[config.mk]
export PLATFORM = sky130hd
export DESIGN_NAME = mby_egr_pod_inject
export DESIGN_NICKNAME = d
export VERILOG_FILES = /design/src/rtl/mby_gmm_pkg.sv /design/src/rtl/mby_egr_pod_fifo.sv /design/src/rtl/mby_egr_pod_inject.sv
export SDC_FILE = /design/constraint.sdc
export NUM_CORES = 1
export LEC_CHECK = 0
export BUFFER_PORTS_ARGS = -buffer_cell sky130_fd_sc_hd__clkbuf_2
export CORE_MARGIN = 2
export CORE_UTILIZATION = 50
export CTS_CLUSTER_DIAMETER = 60
export CTS_CLUSTER_SIZE = 8
export DETAILED_ROUTE_END_ITERATION = 10
export PLACE_DENSITY = 0.68
export SLEW_MARGIN = 20
export SYNTH_ARGS = -nofsm -noshare
export SYNTH_HDL_FRONTEND = slang
export SYNTH_SLANG_ARGS = --single-unit
[constraint.sdc]
create_clock -name cclk -period 2.9 [get_ports cclk]
set_input_delay 0.145 -clock cclk [delete_from_list [all_inputs] [get_ports cclk]]
set_output_delay 0.145 -clock cclk [all_outputs]
set_load 0.1 [all_outputs]
[src/rtl/mby_gmm_pkg.sv]
// Shared GMM types: pod pointer width, ring slot format and injector FSM states.
package mby_gmm_pkg;

    localparam int unsigned MBY_POD_PTR_W = 16;

    // One slot of the pod pointer ring, shared with GPM.
    typedef struct packed {
        logic                     valid;
        logic [MBY_POD_PTR_W-1:0] pod_ptr;
    } mby_pod_ptr_ring_t;

    typedef enum logic [1:0] {
        POD_INJ_IDLE    = 2'd0,
        POD_INJ_ARMED   = 2'd1,
        POD_INJ_STARVED = 2'd2
    } mby_pod_inj_state_t;

endpackage

[src/rtl/mby_egr_pod_fifo.sv]
// Synchronous dirty-pod FIFO; head is presented on dout while non-empty.
module mby_egr_pod_fifo
    import mby_gmm_pkg::*;
#(
    parameter int unsigned FIFO_DEPTH = 16,
    parameter int unsigned WIDTH      = MBY_POD_PTR_W
) (
    input  logic                        cclk,
    input  logic                        reset_n,
    input  logic                        push,
    input  logic                        pop,
    input  logic [WIDTH-1:0]            din,
    output logic [WIDTH-1:0]            dout,
    output logic                        full,
    output logic                        empty,
    output logic [$clog2(FIFO_DEPTH):0] count
);

    localparam int unsigned AW = $clog2(FIFO_DEPTH);
    localparam int unsigned CW = AW + 1;

    logic [WIDTH-1:0] mem [FIFO_DEPTH];
    logic [AW-1:0]    wr_ptr;
    logic [AW-1:0]    rd_ptr;
    logic             push_ok;
    logic             pop_ok;

    assign full    = (count == CW'(FIFO_DEPTH));
    assign empty   = (count == '0);
    // No push while full, even when a pop happens in the same cycle.
    assign push_ok = push && !full;
    assign pop_ok  = pop && !empty;
    assign dout    = mem[rd_ptr];

    // Pointer and occupancy tracking; pointers wrap naturally at the power-of-2 depth.
    always_ff @(posedge cclk) begin
        if (!reset_n) begin
            wr_ptr <= '0;
            rd_ptr <= '0;
            count  <= '0;
        end else begin
            if (push_ok) wr_ptr <= wr_ptr + AW'(1);
            if (pop_ok)  rd_ptr <= rd_ptr + AW'(1);
            case ({push_ok, pop_ok})
                2'b10:   count <= count + CW'(1);
                2'b01:   count <= count - CW'(1);
                default: count <= count;
            endcase
        end
    end

    // Storage array; contents need no reset since occupancy gates their use.
    always_ff @(posedge cclk) begin
        if (push_ok) mem[wr_ptr] <= din;
    end

endmodule

[src/rtl/mby_egr_pod_inject.sv]
// Inserts buffered dirty pods into empty, unstalled slots of one pod ring direction.
module mby_egr_pod_inject
    import mby_gmm_pkg::*;
#(
    parameter int unsigned FIFO_DEPTH    = 16,
    parameter int unsigned STARVE_THRESH = 64
) (
    input  logic                        cclk,
    input  logic                        reset_n,
    input  logic                        dirty_pod_valid,
    input  logic [MBY_POD_PTR_W-1:0]    dirty_pod_ptr,
    output logic                        dirty_pod_ready,
    input  mby_pod_ptr_ring_t           pod_ring_in,
    output mby_pod_ptr_ring_t           pod_ring_out,
    input  logic                        pod_ring_stall_in,
    output logic [$clog2(FIFO_DEPTH):0] fifo_count,
    output logic                        inject_pulse,
    output logic                        starved
);

    localparam int unsigned CW    = $clog2(FIFO_DEPTH) + 1;
    localparam int unsigned BLK_W = $clog2(STARVE_THRESH + 1);

    mby_pod_inj_state_t       state_q, state_d;
    logic [BLK_W-1:0]         blk_q, blk_d;
    logic [MBY_POD_PTR_W-1:0] head;
    logic                     full;
    logic                     empty;
    logic                     push;
    logic                     inj;
    logic [CW-1:0]            count_after;

    assign push            = dirty_pod_valid && !full;
    assign inj             = !pod_ring_in.valid && !pod_ring_stall_in && !empty;
    assign dirty_pod_ready = !full;
    assign count_after     = fifo_count + CW'(push) - CW'(inj);
    assign starved         = (state_q == POD_INJ_STARVED);

    mby_egr_pod_fifo #(
        .FIFO_DEPTH (FIFO_DEPTH),
        .WIDTH      (MBY_POD_PTR_W)
    ) u_fifo (
        .cclk    (cclk),
        .reset_n (reset_n),
        .push    (push),
        .pop     (inj),
        .din     (dirty_pod_ptr),
        .dout    (head),
        .full    (full),
        .empty   (empty),
        .count   (fifo_count)
    );

    // Next-state and block-counter logic; the counter saturates at STARVE_THRESH.
    always_comb begin
        state_d = state_q;
        blk_d   = blk_q;
        case (state_q)
            POD_INJ_IDLE: begin
                blk_d = '0;
                if (push) state_d = POD_INJ_ARMED;
            end
            POD_INJ_ARMED, POD_INJ_STARVED: begin
                if (inj) begin
                    blk_d   = '0;
                    state_d = (count_after == '0) ? POD_INJ_IDLE : POD_INJ_ARMED;
                end else begin
                    if (blk_q != BLK_W'(STARVE_THRESH)) blk_d = blk_q + BLK_W'(1);
                    if (blk_d == BLK_W'(STARVE_THRESH)) state_d = POD_INJ_STARVED;
                end
            end
            default: begin
                state_d = POD_INJ_IDLE;
                blk_d   = '0;
            end
        endcase
    end

    // FSM and block counter state.
    always_ff @(posedge cclk) begin
        if (!reset_n) begin
            state_q <= POD_INJ_IDLE;
            blk_q   <= '0;
        end else begin
            state_q <= state_d;
            blk_q   <= blk_d;
        end
    end

    // Ring flop: inject the head into a free slot, otherwise forward the upstream slot.
    always_ff @(posedge cclk) begin
        if (!reset_n) begin
            pod_ring_out <= '0;
            inject_pulse <= 1'b0;
        end else begin
            inject_pulse <= inj;
            if (inj) begin
                pod_ring_out.valid   <= 1'b1;
                pod_ring_out.pod_ptr <= head;
            end else begin
                pod_ring_out <= pod_ring_in;
            end
        end
    end

endmodule

# After elaboration in Yosys (flattened, before gate mapping)
# Memory sizes are Yosys's and may differ from the RTL's. A register that Yosys moved wholly into a read port is not among the register bits.
# Index checks and enable logic that the tools add are counted.
word_totals:
  output_inout_bits: 25
  ram_bits: 256
  n_memories: 1
  word_cells: 57
  regBits: 40
  in_bits: 37
mem_list:
  columns: ["name", "depth", "width", "rd", "rd_clocked_by_memory_dff", "write_ports", "line_no", "source"]
  rows:
  - ["u_fifo.mem", 16, 16, 1, 1, 1, "mby_egr_pod_fifo.sv:22", "logic [WIDTH-1:0] mem [FIFO_DEPTH];"]
op_classes:
  bitwise_logic: 2
  n_mux: 14
  reduce_logical: 16
  n_eq_ne: 9
  addsub: 7
op_table:
  columns: ["cell", "n"]
  rows:
  - ["7-bit two-way mux", 3]
  - ["17-bit two-way mux", 1]
  - ["5-bit logical NOT", 2]
  - ["5-bit one-hot mux with 2 select lines", 1]
  - ["4-bit by 1-bit adder with 4-bit output, second input constant", 2]
  - ["4-bit two-way mux", 2]
  - ["7-bit by 1-bit adder with 7-bit output, second input constant", 1]
  - ["7-bit == test, second input constant", 1]
  - ["7-bit inequality test, second input constant", 1]
  - ["2-bit two-way mux", 3]
  - ["5-bit by 1-bit adder with 5-bit output", 1]
  - ["5-bit by 1-bit adder with 5-bit output, second input constant", 1]
  - ["5-bit == test, second input constant", 1]
  - ["1-bit logical AND", 5]
  - ["5-bit by 1-bit subtractor with 5-bit output", 1]
  - ["5-bit by 1-bit subtractor with 5-bit output, second input constant", 1]
  - ["2-bit by 1-bit == test with 1-bit output, second input constant", 2]
  - ["2-bit == test, second input constant", 2]
  - ["1-bit logical NOT", 4]
  - ["2-bit one-hot mux with 2 select lines", 1]
  - ["1-bit two-way mux", 3]
  - ["3-bit inequality test, second input constant", 1]
  - ["3-bit OR reduction", 1]
  - ["2-bit logical NOT", 1]
  - ["5 further kinds", 6]

# Longest topological paths before layout
depth:
  word_depth: 9
  ltp_mapped: 12
  depth_no_buf: 12

# Cells and area by module
# Synthesis repeated with hierarchy kept, for this count alone.
unflattened:
  hier_cells: 644
  hier_area_um2: 12171.7
by_module_without_submodules:
  columns: ["mod", "seq_area_each_um2", "area_each_um2", "cells_per_inst", "instances"]
  rows:
  - ["mby_egr_pod_fifo", 8027.7, 10804.1, 484, 1]
  - ["mby_egr_pod_inject", 540.5, 1367.6, 160, 1]

# Worst setup path after synthesis
# OpenSTA, ideal clock, no wires.
synth_timing:
  kind: "register -> register"
  start: "register u_fifo.count[2]"
  end: "memory u_fifo.mem[3][0] (netlist name) (enable)"
  arrival_ns: 3.983
  n_path_buf: 0
  path_stages_with_launch: 8
  required_ns: 2.491
  setup_slack_ns: -1.492
  synth_period_minus_slack_ns: 4.392
  setup_time_ns: 0.409
  cell_sequence: "dfxtp_1 inv_1 ha_1 nand4bb_1 nand2_1 inv_2 nand2_1 nor3_1"
synth_between:
  elab_chain_len: 6
synth_lines:
  columns: ["item", "line_no", "source"]
  rows:
  - ["start, declared", "mby_egr_pod_fifo.sv:16", "output logic [$clog2(FIFO_DEPTH):0] count"]
  - ["start signal, assigned", "mby_egr_pod_fifo.sv:45", "2'b10: count <= count + CW'(1);"]
  - ["start signal, assigned", "mby_egr_pod_fifo.sv:46", "2'b01: count <= count - CW'(1);"]
  - ["start signal, assigned", "mby_egr_pod_fifo.sv:47", "default: count <= count;"]
  - ["5-bit == test (*)", "mby_egr_pod_fifo.sv:28", "assign full = (count == CW'(FIFO_DEPTH));"]
  - ["1-bit logical NOT (*)", null, null]
  - ["named net dirty_pod_ready", "mby_egr_pod_inject.sv:12", "output logic dirty_pod_ready,"]
  - ["1-bit logical AND", "mby_egr_pod_inject.sv:33", "assign push = dirty_pod_valid && !full;"]
  - ["1-bit logical AND (*)", "mby_egr_pod_fifo.sv:31", "assign push_ok = push && !full;"]
  - ["named net u_fifo.push_ok", "mby_egr_pod_fifo.sv:25", "logic push_ok;"]
  - ["1-bit two-way mux (*)", "mby_egr_pod_fifo.sv:54", "if (push_ok) mem[wr_ptr] <= din;"]
  - ["1-bit two-way mux (not written as such) (*)", "mby_egr_pod_fifo.sv:54", null]
  - ["end, declared", "mby_egr_pod_fifo.sv:22", null]
# Mark *: on every way through the listed nets, which the timed path passes. The rest lies on a longest branch.

# Final worst setup path
layout_timing:
  start: "register u_fifo.count[3]"
  end: "register u_fifo.count[4]"
layout_between:
  elab_chain_len: 6
  word_cells_on_any_way: 14
  classes_between: "add/sub: 2; eq/ne: 3; mux: 1; reduce/logical: 8"
layout_lines:
  columns: ["item", "line_no", "source"]
  rows:
  - ["5-bit == test / 5-bit logical NOT (equally long branches)", "mby_egr_pod_fifo.sv:28, mby_egr_pod_fifo.sv:29", null]
  - ["1-bit logical NOT (on tied branches)", null, null]
  - ["1-bit logical AND (on tied branches)", "mby_egr_pod_inject.sv:33, mby_egr_pod_inject.sv:34", null]
  - ["1-bit logical AND (on tied branches)", "mby_egr_pod_fifo.sv:31, mby_egr_pod_fifo.sv:32", null]
  - ["2-bit by 1-bit == test with 1-bit output / 2-bit == test (equally long branches)", "mby_egr_pod_fifo.sv:44", "case ({push_ok, pop_ok})"]
  - ["5-bit one-hot mux with 2 select lines / 2-bit nonzero test (equally long branches)", null, null]
# Parallel ways exist; a longest one is shown, timed or not.
# A chain may end at the register's enable or synchronous reset.

==> reports/qor.txt <==
placed cell count: 978
outcome: finished, final reports clean
Vias: 5,981
share of layout cells above drive strength 1: 0.277
Unique masters post-synth: 41
Buffers on Ports: 61
fin nets: 782
TritonCTS clock tree: yes
final setup vio count: 0
Reg clk slew, reported paths: 0.05 ns
Post-Layout Cell Count: 1,076
net count of the mapped netlist: 643
H-tree level count: 2
sequential area share after synthesis: 0.721
fillcell total: 1,685
unrepaired setup endpoints after global routing: false
Die W: 158 um
#FFs+latches synth: 300
row count: 56
CP required: 3.33 ns
CTS Buf Count: 43
Hold Path Cell Cnt: 1
WHS: 0.0357 ns
leak pwr: 0.00487 uW
synthesized area: 11,900 sq um
multi-input logic area: 3170 sq um
Pre-antenna DRT Iters: 7
overall power: 10,800 uW
Layout area overhead: 20.3%
R2R depth: 11
CP endpoint kind: flop
max_slew headroom: 0.619
clk buf depth: 3
Overflow after GRT: 0
Max Cap Viol: 0
crit path time final: 2.74 ns
Root Driver: clkbuf_16
GPL Wtd Cong: 0.852
post-DP HPWL: 14,600 um
Syn Inst Count: 584
ANT cells: 0
Hold WC Path Type: in2reg
clk sinks: 300
per-cell routed wire length: 22.4 um
ANT nets after route: 0
Via density: 5.56
Die H: 158 um
Max Fclk: 0.365 GHz
First DRT Iteration DRCs: 442
Slew @ Worst Pin: 0.564 ns
core area: 23,400 sq um
Initial Util: 0.508
power per cell area: 757 nW/um^2
Yosys warnings: 0
clk_lat worst skew: 0.52 ns
die area: 25,000 sq um
overall routed net length: 24,200 um
GRT Util Overall: 0.199
DRC violations left: 0
register area: 8590 sq um
Final Max Tran Viols: 0
antenna violations before repair: 0
Worst EP arrival: 3.17 ns
largest net degree at the start of global routing: 50
CP Class: reg2reg
total negative slack: 0 ns
Final Hold Fails: 0
maximum net fanout on the critical path: 5
wire length of the first global-routing pass: 36,300 um
Mean Syn Cell Area: 20.3 sq um
vias in the first global route: 6,129
io pins: 62
final worst path period share: 0.945
Setup Skew: 0.0137 ns
Max IR drop VDD: 370 uV
Startpoint Class: flop
==> cells in the mapped netlist <==
master	instances	area, sq um
a311o_1	1	10.0
clkinv_1	2	7.51
nand3_1	3	15.0
a311oi_1	3	26.3
inv_1	15	56.3
nor3_1	6	30.0
edfxtp_1	256	7690
dfxtp_1	44	881
inv_2	1	3.75
nor2b_1	4	25.0
o21bai_1	1	7.51
buf_1	7	26.3
ha_1	20	250
fa_1	2	40.0
a2bb2oi_1	1	8.76
nor4bb_1	1	10.0
or4_1	2	15.0
nand4_1	2	12.5
o41ai_1	1	8.76
and2_1	1	6.26
o21ai_0	1	5.00
nor2_1	35	131
nand4bb_1	1	11.3
o31ai_1	1	7.51
xor2_1	7	61.3
nand2b_1	3	18.8
a22o_1	16	140
nor4_1	1	6.26
and3_1	4	25.0
nand2_1	14	52.6
a21oi_1	10	50.1
a31oi_1	3	18.8
buf_6	6	67.6
mux2i_1	3	30.0
xnor2_1	12	105
mux4_2	41	923
a21o_1	2	15.0
buf_2	4	20.0
mux4_1	39	1020
buf_8	1	15.0
clkbuf_1	7	26.3
==> power breakdown <==
part           internal (uW)  leakage (uW)  total (uW)  switching (uW)
combinational            551       0.00160        1410             856
sequential              4810       0.00268        4880            69.5
clock                   2820      0.000594        4530            1710
==> timing repair <==
action | 4_1_cts | 5_1_grt
endpoints found under the hold margin | 19 | 0
hold buffers | 19 | 0
gates resized for setup | 0 | 0
setup buffers | 0 | 0
==> routing by layer <==
layer  wire length (um)  GRT usage
met5                  0          0
met1              10000      0.263
met3               1270     0.0320
met4                550     0.0613
met2              12300      0.342
==> worst max-delay path, stage by stage (launching register included) <==
cell,delay [ns]
dfxtp_4,0.38
inv_4,0.05
ha_4,0.17
a311oi_2,0.36
ha_4,0.22
inv_1,0.08
fa_2,0.34
nor2b_1,0.18
o21ai_1,0.10
and3_1,0.20
or4_1,0.41
a21oi_1,0.16
==> cells in the final DEF, fill, tap and decap left out, types with 3 or more instances in the layout <==
cell           count
nor2_1            34
xor2_1             7
nor3_2             4
edfxtp_1         256
inv_1             13
nand3_1            3
ha_1              18
dfxtp_1           37
clkbuf_2          61
inv_6              3
dfxtp_4            5
and3_1             4
xnor2_1           12
mux2i_1            3
nor2b_1            4
nand2_1           13
buf_4             37
mux4_2            41
nand2b_1           3
a22o_1            16
clkbuf_16         43
clkbuf_1          31
a31oi_1            3
mux4_1            39
dlygate4sd3_1     19
a21oi_1           10
==> registers in the layout, indices dropped and copies added (netlist names), named ones only <==
| signal | count |
|---|---|
| blk_q | 7 |
| inject_pulse | 1 |
| pod_ring_out | 17 |
| state_q | 2 |
| u_fifo.count | 5 |
| u_fifo.mem | 256 |
| u_fifo.rd_ptr | 4 |
| u_fifo.wr_ptr | 4 |
==> per-stage QoR <==
| step | instance area (sq um) | utilization | setup slack [ns] |
|---|---|---|---|
| after floorplan | 12000 | - | 0.0257 |
| after global placement | 12900 | 0.549 | 0.380 |
| after detailed placement | 12900 | 0.549 | 0.206 |
| after CTS | 14300 | 0.611 | 0.195 |
| after global routing | 14300 | 0.611 | 0.0275 |
| final | 14300 | 0.611 | 0.160 |
==> path summary, 6_finish.rpt <==
kind	start	to	slack [ns]
worst max-delay path	u_fifo.count[3]	u_fifo.count[4]	0.16
worst max register to register	u_fifo.count[3]	u_fifo.count[4]	0.16
worst min register to register	state_q[0]	state_q[0]	0.51
worst min-delay path	dirty_pod_ptr[2]	u_fifo.mem[9][2]	0.04
==> logic make-up (layout without fill, tap and decap cells) <==
logic type	Yosys count	count (layout)	share of synthesized area
adders and majority gates	22	22	0.0244
AOI/OAI and AO/OA	40	40	0.0251
muxes	83	83	0.166
buffers and inverters	43	216	0.0187
xor gates and xnor gates	19	19	0.0140
and+or+nand+nor	77	77	0.0302
DFF	300	300	0.721
==> final cells by class <==
cell class | count | share of cell area
clock buffers | 76 | 0.0854
clock inverters | 3 | 0.00184
inverters | 18 | 0.00508
multi-input cells | 241 | 0.222
flip-flops and latches | 300 | 0.601
well taps | 319 | 0.0279
repair buffers | 119 | 0.0569
Note: power is estimated with default switching activity, not from simulation.
